<file path="src/rtl/tc_pe_sched.sv">
// Job scheduler for one tensor-core dot-product PE: credit-gated operand issue, latency tracking, FWFT result FIFO.
// Optional perf counters (perf_busy_cyc, perf_stall_cyc) are built when TC_SCHED_PERF_EN is defined.
module tc_pe_sched #(
   parameter int AW         = 10,
   parameter int LW         = 16,
   parameter int DW         = 32,
   parameter int RD_LAT     = 1,
   parameter int PE_LAT     = 12,
   parameter int FIFO_DEPTH = 16
) (
   input  logic          clk,
   input  logic          rst,
   input  logic          cmd_valid,
   output logic          cmd_ready,
   input  logic [AW-1:0] cmd_base,
   input  logic [LW-1:0] cmd_len,
   output logic          buf_rd_en,
   output logic [AW-1:0] buf_rd_addr,
   input  logic [DW-1:0] pe_out_data,
   output logic          res_valid,
   input  logic          res_ready,
   output logic [DW-1:0] res_data,
   output logic          res_last,
   output logic          busy,
   output logic          done
`ifdef TC_SCHED_PERF_EN
   ,
   output logic [31:0]   perf_busy_cyc,
   output logic [31:0]   perf_stall_cyc
`endif
);

   localparam int PL = RD_LAT + PE_LAT;
   localparam int PW = $clog2(FIFO_DEPTH);
   localparam int CW = PW + 1;
   localparam logic [CW:0] LP_DEPTH = (CW+1)'(FIFO_DEPTH);

   typedef enum logic [1:0] {S_IDLE, S_RUN, S_DRAIN} state_t;

   state_t         r_state;
   logic           r_cmd_ready;
   logic [AW-1:0]  r_base;
   logic [LW-1:0]  r_len;
   logic [LW-1:0]  r_idx;
   logic [CW-1:0]  r_inflight;
   logic           r_rd_en;
   logic [AW-1:0]  r_rd_addr;
   logic           r_rd_last;
   logic [PL-1:0]  r_vld;
   logic [PL-1:0]  r_lst;
   logic [DW:0]    r_mem [FIFO_DEPTH];
   logic [PW-1:0]  r_wr_ptr;
   logic [PW-1:0]  r_rd_ptr;
   logic [CW-1:0]  r_fifo_cnt;

   logic           w_accept;
   logic [CW:0]    w_occ;
   logic           w_credit;
   logic           w_issue;
   logic           w_last_step;
   logic           w_push;
   logic           w_pop;

   assign w_accept    = cmd_valid & r_cmd_ready;
   assign w_occ       = {1'b0, r_fifo_cnt} + {1'b0, r_inflight};
   assign w_credit    = w_occ < LP_DEPTH;
   assign w_issue     = (r_state == S_RUN) && w_credit;
   assign w_last_step = r_idx == (r_len - LW'(1));
   assign w_push      = r_vld[PL-1];
   assign w_pop       = res_valid & res_ready;

   // Issue decision and inflight credit share one edge; the strobe is visible the following cycle.
   always_ff @(posedge clk or posedge rst) begin
      if (rst) begin
         r_state     <= S_IDLE;
         r_cmd_ready <= 1'b0;
         r_base      <= '0;
         r_len       <= '0;
         r_idx       <= '0;
         r_rd_en     <= 1'b0;
         r_rd_addr   <= '0;
         r_rd_last   <= 1'b0;
      end else begin
         r_rd_en   <= w_issue;
         r_rd_last <= w_issue & w_last_step;
         if (w_issue) begin
            r_rd_addr <= r_base + AW'(r_idx);
            r_idx     <= r_idx + LW'(1);
         end
         case (r_state)
            S_IDLE: begin
               r_cmd_ready <= 1'b1;
               if (w_accept) begin
                  r_base      <= cmd_base;
                  r_len       <= cmd_len;
                  r_idx       <= '0;
                  r_cmd_ready <= 1'b0;
                  r_state     <= (cmd_len == '0) ? S_DRAIN : S_RUN;
               end
            end
            S_RUN: begin
               if (w_issue && w_last_step) r_state <= S_DRAIN;
            end
            S_DRAIN: begin
               if (r_inflight == '0) begin
                  r_state     <= S_IDLE;
                  r_cmd_ready <= 1'b1;
               end
            end
            default: r_state <= S_IDLE;
         endcase
      end
   end

   always_ff @(posedge clk or posedge rst) begin
      if (rst) begin
         r_inflight <= '0;
         r_vld      <= '0;
         r_lst      <= '0;
         r_wr_ptr   <= '0;
         r_rd_ptr   <= '0;
         r_fifo_cnt <= '0;
      end else begin
         case ({w_issue, w_push})
            2'b10:   r_inflight <= r_inflight + CW'(1);
            2'b01:   r_inflight <= r_inflight - CW'(1);
            default: r_inflight <= r_inflight;
         endcase
         r_vld <= {r_vld[PL-2:0], r_rd_en};
         r_lst <= {r_lst[PL-2:0], r_rd_last};
         if (w_push) r_wr_ptr <= r_wr_ptr + PW'(1);
         if (w_pop)  r_rd_ptr <= r_rd_ptr + PW'(1);
         case ({w_push, w_pop})
            2'b10:   r_fifo_cnt <= r_fifo_cnt + CW'(1);
            2'b01:   r_fifo_cnt <= r_fifo_cnt - CW'(1);
            default: r_fifo_cnt <= r_fifo_cnt;
         endcase
      end
   end

   always_ff @(posedge clk) begin
      if (w_push) r_mem[r_wr_ptr] <= {r_lst[PL-1], pe_out_data};
   end

   assign cmd_ready   = r_cmd_ready;
   assign buf_rd_en   = r_rd_en;
   assign buf_rd_addr = r_rd_addr;
   assign res_valid   = r_fifo_cnt != '0;
   assign res_data    = res_valid ? r_mem[r_rd_ptr][DW-1:0] : '0;
   assign res_last    = res_valid ? r_mem[r_rd_ptr][DW] : 1'b0;
   assign busy        = r_state != S_IDLE;
   assign done        = (r_state == S_DRAIN) && (r_inflight == '0);

`ifdef TC_SCHED_PERF_EN
   logic [31:0] r_perf_busy;
   logic [31:0] r_perf_stall;

   always_ff @(posedge clk or posedge rst) begin
      if (rst) begin
         r_perf_busy  <= '0;
         r_perf_stall <= '0;
      end else if (w_accept) begin
         r_perf_busy  <= '0;
         r_perf_stall <= '0;
      end else begin
         if (busy && (r_perf_busy != '1)) r_perf_busy <= r_perf_busy + 32'd1;
         if ((r_state == S_RUN) && !w_credit && (r_perf_stall != '1))
            r_perf_stall <= r_perf_stall + 32'd1;
      end
   end

   assign perf_busy_cyc  = r_perf_busy;
   assign perf_stall_cyc = r_perf_stall;
`endif

endmodule

</file>
<file path="config.mk">
export PLATFORM = sky130hd
export DESIGN_NAME = tc_pe_sched
export DESIGN_NICKNAME = d
export VERILOG_FILES = /design/src/rtl/tc_pe_sched.sv
export SDC_FILE = /design/constraint.sdc
export NUM_CORES = 1
export LEC_CHECK = 0
export BUFFER_PORTS_ARGS = -buffer_cell sky130_fd_sc_hd__buf_2
export CAP_MARGIN = 0
export CORE_UTILIZATION = 40
export DETAILED_ROUTE_END_ITERATION = 12
export PLACE_DENSITY_LB_ADDON = 0.08
export REMOVE_ABC_BUFFERS = 1
export SETUP_SLACK_MARGIN = 0.4
export SKIP_LAST_GASP = 1
export SLEW_MARGIN = 20
export SYNTH_ARGS = -nofsm -noshare
export SYNTH_HDL_FRONTEND = slang
export SYNTH_SLANG_ARGS = --single-unit
</file>
<file path="constraint.sdc">
create_clock -name clk -period 3 [get_ports clk]
set_input_delay 0.3 -clock clk [delete_from_list [all_inputs] [get_ports clk]]
set_output_delay 0.3 -clock clk [all_outputs]
set_load 0.02 [all_outputs]
</file>
==> parameters.txt, run 1 <==
Parameter                              Value

Routing
  Remaining antenna violation count    0
  Number of vias in the routed layout    12500
  Router iterations before antenna repair    5
  Wire length per cell    24.8 µm
  Starting DRC count in detailed routing    749
  DRC violation count after routing    0
  Overall routed net length    58.9 mm
  Via/cell ratio    5.25

Synth
  Dominant cells by area after synthesis    sky130_fd_sc_hd__edfxtp_1 63%, sky130_fd_sc_hd__mux4_2 15%, sky130_fd_sc_hd__dfrtp_1 10%
  Number of synthesized flops with an enable pin    528
  Number of distinct standard cells referenced by the synthesized netlist    56
  Average instance area after synthesis    20.3 µm²
  Cells after Synth    1232
  Asr flop ratio synth    16.1%
  Dominant cell type by area after synthesis    sky130_fd_sc_hd__edfxtp_1
  Area of the mapped netlist    25000 µm²
  Yosys warnings    0
  Share of the synthesized area in the top cell type    63.3%
  Commonest cells in the netlist    528 x sky130_fd_sc_hd__edfxtp_1, 165 x sky130_fd_sc_hd__mux4_2, 101 x sky130_fd_sc_hd__dfrtp_1
  Top flip-flop cell by instance count after synthesis    sky130_fd_sc_hd__edfxtp_1
  Main combinational cell family by area after synthesis    multiplexers
  Synth Area in XOR/XNOR    2.06%
  Adder-cell share of the synthesized area    1.64%
  FF+latch count, synth    629
  Fraction of the yosys area taken by sequential cells    73.4%
  Post-synthesis mux area share    16.2%
  Cell with the most instances after synthesis    sky130_fd_sc_hd__edfxtp_1
  Post-synthesis simple-gate area fraction    3.79%
  Post-synthesis compound-gate area fraction    1.62%

GRT
  GRT Total Usage    18.7%
  Largest net degree at the start of global routing    53
  Via count of the first global-routing pass    13400
  Remaining global-route overflow    0
  Number of antenna violations at the first check in global routing    2
  Met1 usage in global routing    24.4%
  Most heavily used metal layer in global routing    met2
  Global-route met2 utilization    32.4%
  First-pass GRT wire length    86.5 mm
  M3 GR Usage    2.86%

Worst setup path
  First element of the critical path    r_rd_ptr[0]
  FF-to-FF setup slack    0.41 ns
  Termination of the worst setup path    res_data[10]
  Crit. End Element    primary output
  Data required, critical path    2.70 ns
  Largest fanout on the critical path    8
  Source of the worst register-to-register timing path    r_fifo_cnt[1]
  Destination of the worst register-to-register timing path    r_inflight[4]
  Depth of the worst register-to-register path    14
  Data arrival time of the worst path    2.84 ns
  Class of the most critical setup path    register to primary output
  Kind of start point of the critical path    register

Floorplanning
  Horizontal die dimension    252 µm
  Ports    110
  Die height    252 µm
  DIE AREA    63600 µm²
  Row Count    91
  Core region area    61800 µm²
  Initial standard-cell utilization of the core    40.5%

Clock network
  CTS root buffer    sky130_fd_sc_hd__clkbuf_16
  TritonCTS clock tree    done
  Clock H-tree levels    3
  Clock tree buffer depth    3
  Clock input transition at the sequential cells of the worst setup and hold paths    0.06 ns
  CTS Sinks    629
  Number of clock buffers inserted by TritonCTS    70
  Clock latency on the worst-skew pair    0.59 ns

Power and ir drop
  Reg power frac    36.5%
  Clock share of power    26.1%
  Power density of the placed cells    1010 nW/µm²
  Worst ir drop on vdd    553 µV
  P_leak    10.8 nW
  Internal Power    0.0215 W
  Part of the total power dissipated in combinational logic    37.4%
  Switching fraction of total power    30.9%
  Net load switching power    0.00960 W

Timing
  Maximum clock rate    319 MHz
  Count of pins over their slew limit    0
  Final Hold Slack    0.0901 ns
  Hold Fails Final Rpt    0
  Worst Max-Slew Pin Slew    0.899 ns
  Smallest setup slack after layout    -0.138 ns
  Normalized max-slew margin    39.9%
  Final period utilization    105%
  Worst-case clock skew    0.0198 ns
  Setup repair after global routing missed its margin    true
  Minimum clock period after layout    3.14 ns
  Final number of setup-violating endpoints    33

Run
  Number of max-cap violations    0

Placed design
  Post-detail-place hpwl    32.6 mm
  Number of input and output port buffers inserted    109
  Placed insts    2182
  Final weighted congestion of routability-driven global placement    0.736

Outcome
  Result of the run    finished with violations
  Violated checks    setup timing

Layout
  Fraction of final layout cells with drive strength greater than 1    36.9%
  Area delta synth->final    22.6%
  # nets final    1575
  Antenna diode count    0
  Number of cells in the finished layout apart from fillers    2375

Hold path
  Worst hold path type    input pin to register
==> kinds of logic after synthesis <==
kind of cell | after synthesis
AOI/OAI and AO/OA | 62
xor gates and xnor gates | 59
adders and majority gates | 31
buffers and inverters | 82
DFF | 629
muxes | 195
and+or+nand+nor | 174
==> sequential cells by signal, summed over array words and instances, names as in the netlist <==
| register | flops |
|---|---|
| r_len | 16 |
| r_vld | 13 |
| r_mem | 528 |
| r_idx | 16 |
| r_inflight | 5 |
| buf_rd_addr | 10 |
| cmd_ready | 1 |
| r_rd_last | 1 |
| r_wr_ptr | 4 |
| r_rd_ptr | 4 |
| r_base | 10 |
| r_state | 2 |
| r_fifo_cnt | 5 |
| r_lst | 13 |
| buf_rd_en | 1 |
==> metrics by stage <==
step	utilization [%]	TNS (ns)	instance area, µm²	worst slack (ns)	total power (W)
finish	49.7	-3.23	30700	-0.138	0.0311
global route	49.7	-5.59	30700	-0.204	0.0326
CTS	48.5	-4.06	30000	-0.166	0.0301
detailed placement	44.0	0	27200	0.159	0.0213
global placement	44.0	0	27200	0.221	0.0212
floorplan	-	-137.16	24800	-3.75	0.0176
==> worst min-delay path by stage <==
stage | start | endpoint | slack [ns] | cells after the start
floorplan | r_rd_last | r_lst[0] | 0.33 | 0
global placement | r_lst[0] | r_lst[1] | 0.33 | 0
detailed placement | r_vld[9] | r_vld[10] | 0.34 | 0
CTS | pe_out_data[30] | r_mem[9][30] | 0.05 | 1
global route | pe_out_data[2] | r_mem[0][2] | 0.08 | 1
finish | pe_out_data[14] | r_mem[11][14] | 0.09 | 1
==> area by class of cell <==
type	count	area (µm²)
Multi-Input combinational cell	521	6610
Fill cell	5097	31100
Timing Repair Buffer	236	2390
Tap cell	837	1050
Sequential cell	629	18400
Inverter	24	101
Clock buffer	102	2000
Clock inverter	26	181
==> power by group through the flow <==
stage | registers (W) | clock network (W) | logic (W)
after detailed placement | 0.0115 | 0 | 0.00973
after floorplan | 0.0118 | 0 | 0.00576
after global placement | 0.0115 | 0 | 0.00970
final | 0.0113 | 0.00810 | 0.0116
after global routing | 0.0115 | 0.00864 | 0.0125
after CTS | 0.0113 | 0.00833 | 0.0104
==> routing by layer <==
| layer | share of wire [%] | wire [µm] |
|---|---|---|
| met4 | 1.4 | 846 |
| met2 | 52 | 30700 |
| met5 | 0.044 | 26 |
| met1 | 43 | 25300 |
| met3 | 3.5 | 2040 |
==> what timing repair did <==
item	in CTS	in global routing
endpoints found under the hold margin	75	0
setup buffers	13	12
pin swaps	5	20
endpoints found under the setup margin	39	40
hold buffers	27	0
gates resized for setup	24	101
gates cloned	3	10
==> critical path: stages, from the launching register on <==
cell	delay, ns
sky130_fd_sc_hd__dfrtp_4	0.55
sky130_fd_sc_hd__buf_12	0.23
sky130_fd_sc_hd__clkbuf_16	0.18
sky130_fd_sc_hd__mux4_2	0.50
sky130_fd_sc_hd__mux4_2	0.49
sky130_fd_sc_hd__nor2b_4	0.15
sky130_fd_sc_hd__buf_6	0.13
==> cells in the final DEF, fill, tap and decap left out, types with 28 or more instances in the layout <==
cell | Yosys | final
sky130_fd_sc_hd__edfxtp_1 | 528 | 528
sky130_fd_sc_hd__mux4_2 | 165 | 165
sky130_fd_sc_hd__dfrtp_1 | 101 | 96
sky130_fd_sc_hd__clkbuf_16 | 0 | 85
sky130_fd_sc_hd__buf_2 | 9 | 85
sky130_fd_sc_hd__buf_4 | 0 | 56
sky130_fd_sc_hd__nand2_1 | 35 | 35
sky130_fd_sc_hd__xor2_1 | 33 | 33
sky130_fd_sc_hd__nor2_1 | 32 | 30
sky130_fd_sc_hd__buf_12 | 0 | 28
No activity file was read; power rests on OpenSTA's default activity.
==> inputs of run 2 (changes only) <==
- CAP_MARGIN: 0 -> not set
- CORE_UTILIZATION: 40 -> 55
==> run 2 against run 1 <==
  * Combinational power shrank 4%
  * First-iteration DRC count is 51% higher
  * The run still ends with setup timing left
  * Sequential share of layout area up 1.5 points
  * Global-route usage is 6.3 points higher
  * Clock-buffer cell count is 17 lower
  * Die area fell by 27%
  * Critical endpoint is now res_data[26]
  * Critical path type unchanged
==> parameters.txt, run 2 (same netlist as run 1, synthesis figures left out) <==
Parameter                              Value

Clock network
  Number of clock buffers inserted by TritonCTS    61
  CTS Sinks    629
  Clock tree buffer depth    3
  Clock input transition at the sequential cells of the worst setup and hold paths    0.06 ns
  TritonCTS clock tree    done
  Clock H-tree levels    2
  Clock latency on the worst-skew pair    0.61 ns
  CTS root buffer    sky130_fd_sc_hd__clkbuf_16

Timing
  Normalized max-slew margin    37.4%
  Count of pins over their slew limit    0
  Hold Fails Final Rpt    0
  Smallest setup slack after layout    -0.0892 ns
  Final number of setup-violating endpoints    32
  Setup repair after global routing missed its margin    true
  Final Hold Slack    0.0710 ns
  Minimum clock period after layout    3.09 ns
  Worst Max-Slew Pin Slew    0.940 ns
  Worst-case clock skew    0.0117 ns
  Final period utilization    103%
  Maximum clock rate    324 MHz
  Final setup TNS    -1.87 ns

Hold path
  Hold Path End    r_mem[11][6]
  Worst hold path type    input pin to register
  Hold path startpoint    pe_out_data[6]
  Number of cells traversed by the worst hold path    1

Layout
  # nets final    1553
  Largest register FFs    528
  Most frequent cells in the layout    528 x sky130_fd_sc_hd__edfxtp_1, 165 x sky130_fd_sc_hd__mux4_2, 96 x sky130_fd_sc_hd__buf_2
  Filler Cells Inserted    2841
  Commonest non-fill, non-tap cell in the layout    sky130_fd_sc_hd__edfxtp_1
  Fraction of final layout cells with drive strength greater than 1    35.1%
  Biggest regs    r_mem x528, r_idx x16, r_len x16
  Most flops, register    r_mem
  Multi-input combinational cell area    6520 µm²
  Sequential cell area in the final layout    18400 µm²
  Area delta synth->final    19.7%
  Final cell utilization of the core    67.2%

Routing
  Overall routed net length    55.9 mm
  Router iterations before antenna repair    6
  Starting DRC count in detailed routing    1128
  Amount of wire on met3 after detailed routing    2.95 mm
  Wire length per cell    26.6 µm
  Remaining antenna violation count    0
  DR WL met2    28.9 mm
  Number of vias in the routed layout    12600
  DRC violation count after routing    0
  Routed met1 length    23.3 mm
  Via/cell ratio    6.01
  Highest routed metal layer    met5

Placed design
  Setup slack after placement    0.168 ns
  Number of input and output port buffers inserted    109
  Post-detail-place hpwl    30.1 mm
  Final weighted congestion of routability-driven global placement    0.799

Floorplanning
  Core region area    44600 µm²
  Ports    110
  Horizontal die dimension    215 µm
  Die height    215 µm
  Initial standard-cell utilization of the core    56.2%
  Row Count    77
  DIE AREA    46400 µm²

Worst setup path
  Data required, critical path    2.70 ns
  Source of the worst register-to-register timing path    r_fifo_cnt[1]
  Slowest cell on the critical path    sky130_fd_sc_hd__mux4_2
  Data arrival time of the worst path    2.79 ns
  Longest individual stage delay on the worst path    0.50 ns
  Largest fanout on the critical path    8
  Destination of the worst register-to-register timing path    r_inflight[4]
  Class of the most critical setup path    register to primary output
  Depth of the worst register-to-register path    13
  Worst-path cell chain    buf_12, buf_12, buf_16, mux4_2, mux4_2, nor2b_1, buf_2
  FF-to-FF setup slack    0.38 ns
  Crit. End Element    primary output
  Kind of start point of the critical path    register

Power and ir drop
  P_leak    10.5 nW
  Worst ir drop on vdd    716 µV
  Power density of the placed cells    1000 nW/µm²

GRT
  Largest net degree at the start of global routing    78
  Via count of the first global-routing pass    13400
  First-pass GRT wire length    84.6 mm
  GRT Total Usage    24.9%
  Remaining global-route overflow    0
  Number of antenna violations at the first check in global routing    1

Run
  Number of max-cap violations    0

Outcome
  Violated checks    setup timing
  Result of the run    finished with violations
-- run 2: changes by cell type in the layout (fill, tap and decap cells not counted), moves of 3 or more --
cell,change
sky130_fd_sc_hd__clkinvlp_4,-3
sky130_fd_sc_hd__nor2b_4,-9
sky130_fd_sc_hd__buf_6,-12
sky130_fd_sc_hd__bufinv_16,+6
sky130_fd_sc_hd__clkbuf_16,-22
sky130_fd_sc_hd__buf_2,+11
sky130_fd_sc_hd__nor2b_1,+12
sky130_fd_sc_hd__nor2b_2,-3
sky130_fd_sc_hd__buf_4,-12
sky130_fd_sc_hd__clkbuf_8,+3
sky130_fd_sc_hd__clkbuf_1,-6
sky130_fd_sc_hd__buf_16,+7
-- run 2: per-layer routing --
metal  GRT usage [%]  vias up
met5               0        -
met4            5.93        2
met2            42.3      405
met3            3.82       55
li1                -     5428
met1            34.5     6741
-- run 2: worst max path at each step --
stage                  startpoint            end  slack [ns]  cells past startpoint
global route          r_rd_ptr[0]   res_data[16]       -0.15                      7
floorplan             r_rd_ptr[0]    res_data[0]       -3.75                      3
detailed placement  r_inflight[1]  r_inflight[4]        0.17                     14
CTS                   r_rd_ptr[0]   res_data[11]       -0.13                      6
global placement    r_inflight[1]  r_inflight[4]        0.18                     14
finish                r_rd_ptr[0]   res_data[26]       -0.09                      7
-- run 2: worst max-delay path, delay by kind of cell (launching register included) --
kind	cells	cell delay (ns)
flops	1	0.45
simple gates	1	0.15
mux	2	0.96
buf+inv	4	0.62
-- run 2: per-stage QoR --
step | cell area, µm² | power (W) | cells
after floorplan | 24800 | 0.0176 | 1174
after global placement | 26800 | 0.0207 | 1920
after detailed placement | 26800 | 0.0209 | 1920
after CTS | 29700 | 0.0297 | 2087
after global routing | 30000 | 0.0314 | 2100
final | 30000 | 0.0300 | 2101
-- run 2: power breakdown --
group	total [W]	internal, W	switching [W]
registers	0.0113	0.0105	0.000804
clock network	0.00762	0.00446	0.00317
logic	0.0111	0.00578	0.00531
-- run 2: final cells by class --
type	instances	area share, %
antenna	1	0.00835
clock buffer	85	5.56
clock inverter	26	1.02
inverter	24	0.330
multi-input combinational	521	21.7
sequential	629	61.4
tap	592	2.47
timing repair buffer	223	7.51
-- run 2: repair_timing --
item | in CTS | in global routing
gates cloned | 12 | 2
endpoints found under the setup margin | 39 | 40
hold endpoints to repair | 101 | 0
resized for setup | 40 | 37
setup buffers | 17 | 11
pin swaps | 4 | 15
hold buffers | 27 | 0
==> inputs of run 3 (changes only) <==
- ABC_CLOCK_PERIOD_IN_PS: not set -> 3200
- PLACE_DENSITY: not set -> 0.73
- PLACE_DENSITY_LB_ADDON: 0.08 -> not set
- clock period: 3 -> 3.2 ns (I/O delays scaled with it)
==> run 3 against run 2 <==
  * Die area unchanged
  * Sequential share of layout area up 0.34 points
  * Core utilization down 0.38 points
  * Flip-flop and latch count unchanged
  * Critical endpoint is now res_data[13]
  * Combinational power down 7%
  * Total power down 6.9%
  * Critical path depth down 1
  * Clock skew up 0.0060 ns
  * Via count down 0.10%
  * The flow now finishes without violations
  * Non-clock buffer count down 4
==> parameters.txt, run 3 (same netlist as run 1, synthesis figures left out) <==
Parameter                              Value

GRT
  Remaining global-route overflow    0
  Via count of the first global-routing pass    13400
  First-pass GRT wire length    83.4 mm
  GRT Total Usage    24.7%
  Largest net degree at the start of global routing    65
  Number of antenna violations at the first check in global routing    3

Power and ir drop
  Power density of the placed cells    938 nW/µm²
  P_leak    10.5 nW
  Worst ir drop on vdd    509 µV

Layout
  Biggest regs    r_mem x528, r_idx x16, r_len x16
  Multi-input combinational cell area    6400 µm²
  Fraction of final layout cells with drive strength greater than 1    34.2%
  Sequential cell area in the final layout    18400 µm²
  Commonest non-fill, non-tap cell in the layout    sky130_fd_sc_hd__edfxtp_1
  Filler Cells Inserted    2810
  # nets final    1548
  Final cell utilization of the core    66.8%
  Largest register FFs    528
  Final Instance Area    29800 µm²
  Most flops, register    r_mem
  Area delta synth->final    19.0%
  Most frequent cells in the layout    528 x sky130_fd_sc_hd__edfxtp_1, 165 x sky130_fd_sc_hd__mux4_2, 97 x sky130_fd_sc_hd__dfrtp_1

Floorplanning
  Die height    215 µm
  Core region area    44600 µm²
  Row Count    77
  Horizontal die dimension    215 µm
  DIE AREA    46400 µm²
  Ports    110
  Initial standard-cell utilization of the core    56.2%

Timing
  Hold Fails Final Rpt    0
  Minimum clock period after layout    3.19 ns
  Maximum clock rate    314 MHz
  Count of pins over their slew limit    0
  Worst-case clock skew    0.0177 ns
  Final Hold Slack    0.0637 ns
  Worst Max-Slew Pin Slew    0.872 ns
  Setup repair after global routing missed its margin    true
  Final period utilization    99.6%
  Normalized max-slew margin    41.7%
  Final setup TNS    0 ns
  Final number of setup-violating endpoints    0
  Smallest setup slack after layout    0.0137 ns

Clock network
  TritonCTS clock tree    done
  Number of clock buffers inserted by TritonCTS    60
  Clock latency on the worst-skew pair    0.63 ns
  CTS root buffer    sky130_fd_sc_hd__clkbuf_16
  Clock tree buffer depth    3
  CTS Sinks    629
  Clock H-tree levels    2
  Clock input transition at the sequential cells of the worst setup and hold paths    0.06 ns

Run
  Number of max-cap violations    0

Outcome
  Result of the run    finished clean

Routing
  DRC violation count after routing    0
  Via/cell ratio    6.01
  Number of vias in the routed layout    12600
  Wire length per cell    26.7 µm
  Remaining antenna violation count    0
  Overall routed net length    56.0 mm
  Starting DRC count in detailed routing    1103
  Router iterations before antenna repair    5

Worst setup path
  Depth of the worst register-to-register path    12
  Data arrival time of the worst path    2.87 ns
  Data required, critical path    2.88 ns
  Crit. End Element    primary output
  Class of the most critical setup path    register to primary output
  Kind of start point of the critical path    register
  FF-to-FF setup slack    0.53 ns
  Largest fanout on the critical path    8
  Destination of the worst register-to-register timing path    r_inflight[4]
  Source of the worst register-to-register timing path    r_inflight[1]

Placed design
  Post-detail-place hpwl    28.5 mm
  Setup slack after placement    0.363 ns
  Final weighted congestion of routability-driven global placement    0.763
  Number of input and output port buffers inserted    109
  Placed standard-cell area    26800 µm²

Hold path
  Hold path startpoint    pe_out_data[7]
  Number of cells traversed by the worst hold path    1
  Hold Path End    r_mem[12][7]
  Worst hold path type    input pin to register
## run 3: layer usage
metal | GRT usage (%) | vias up | wire (µm)
li1 | - | 5428 | -
met3 | 4.65 | 97 | 3140
met1 | 32.1 | 6677 | 22100
met4 | 6.55 | 6 | 1080
met2 | 42.9 | 410 | 29600
met5 | 0 | - | 40
## run 3: power breakdown
group	internal (W)	switching (W)	total [W]	leakage [nW]
clock network	0.00407	0.00305	0.00712	0.968
registers	0.00987	0.000698	0.0106	6.05
logic	0.00535	0.00492	0.0103	3.47
## run 3: cell type report
| class | count | share of cell area (%) |
|---|---|---|
| Sequential cell | 629 | 61.7 |
| Multi-Input combinational cell | 521 | 21.5 |
| Timing Repair Buffer | 219 | 7.37 |
| Clock buffer | 75 | 5.29 |
| Tap cell | 592 | 2.48 |
| Clock inverter | 36 | 1.33 |
| Inverter | 24 | 0.311 |
| Antenna cell | 2 | 0.0168 |
## run 3: worst max-delay path: stages (launching register included)
cell and delay (ns):
sky130_fd_sc_hd__dfrtp_4 0.47, sky130_fd_sc_hd__buf_12 0.20, sky130_fd_sc_hd__clkbuf_16 0.18, sky130_fd_sc_hd__mux4_2 0.50
sky130_fd_sc_hd__mux4_2 0.51, sky130_fd_sc_hd__nor2b_2 0.20, sky130_fd_sc_hd__buf_4 0.18
## run 3: how the worst max path moves through the flow
stage,start,endpoint,slack (ns),depth (start not counted)
2_1_floorplan,r_rd_ptr[0],res_data[0],-3.57,3
3_5_place_dp,r_fifo_cnt[1],r_inflight[4],0.36,14
4_1_cts,r_rd_ptr[0],res_data[9],0.04,6
6_report,r_rd_ptr[0],res_data[13],0.01,6
3_3_place_gp,r_fifo_cnt[1],r_inflight[4],0.39,14
5_1_grt,r_rd_ptr[0],res_data[2],-0.03,7
## run 3: timing repair
item | 4_1_cts | 5_1_grt
gates resized for setup | 30 | 19
hold endpoints to repair | 88 | 0
setup endpoints to repair | 35 | 38
buffers inserted | 21 | 7
hold buffers | 27 | 0
pin swaps | 0 | 2
gates cloned | 7 | 5
## run 3: per-stage QoR
stage | total power [W] | std cells
3_3_place_gp | 0.0194 | 1918
2_1_floorplan | 0.0166 | 1174
5_1_grt | 0.0292 | 2096
3_5_place_dp | 0.0196 | 1918
4_1_cts | 0.0276 | 2084
6_report | 0.0280 | 2098
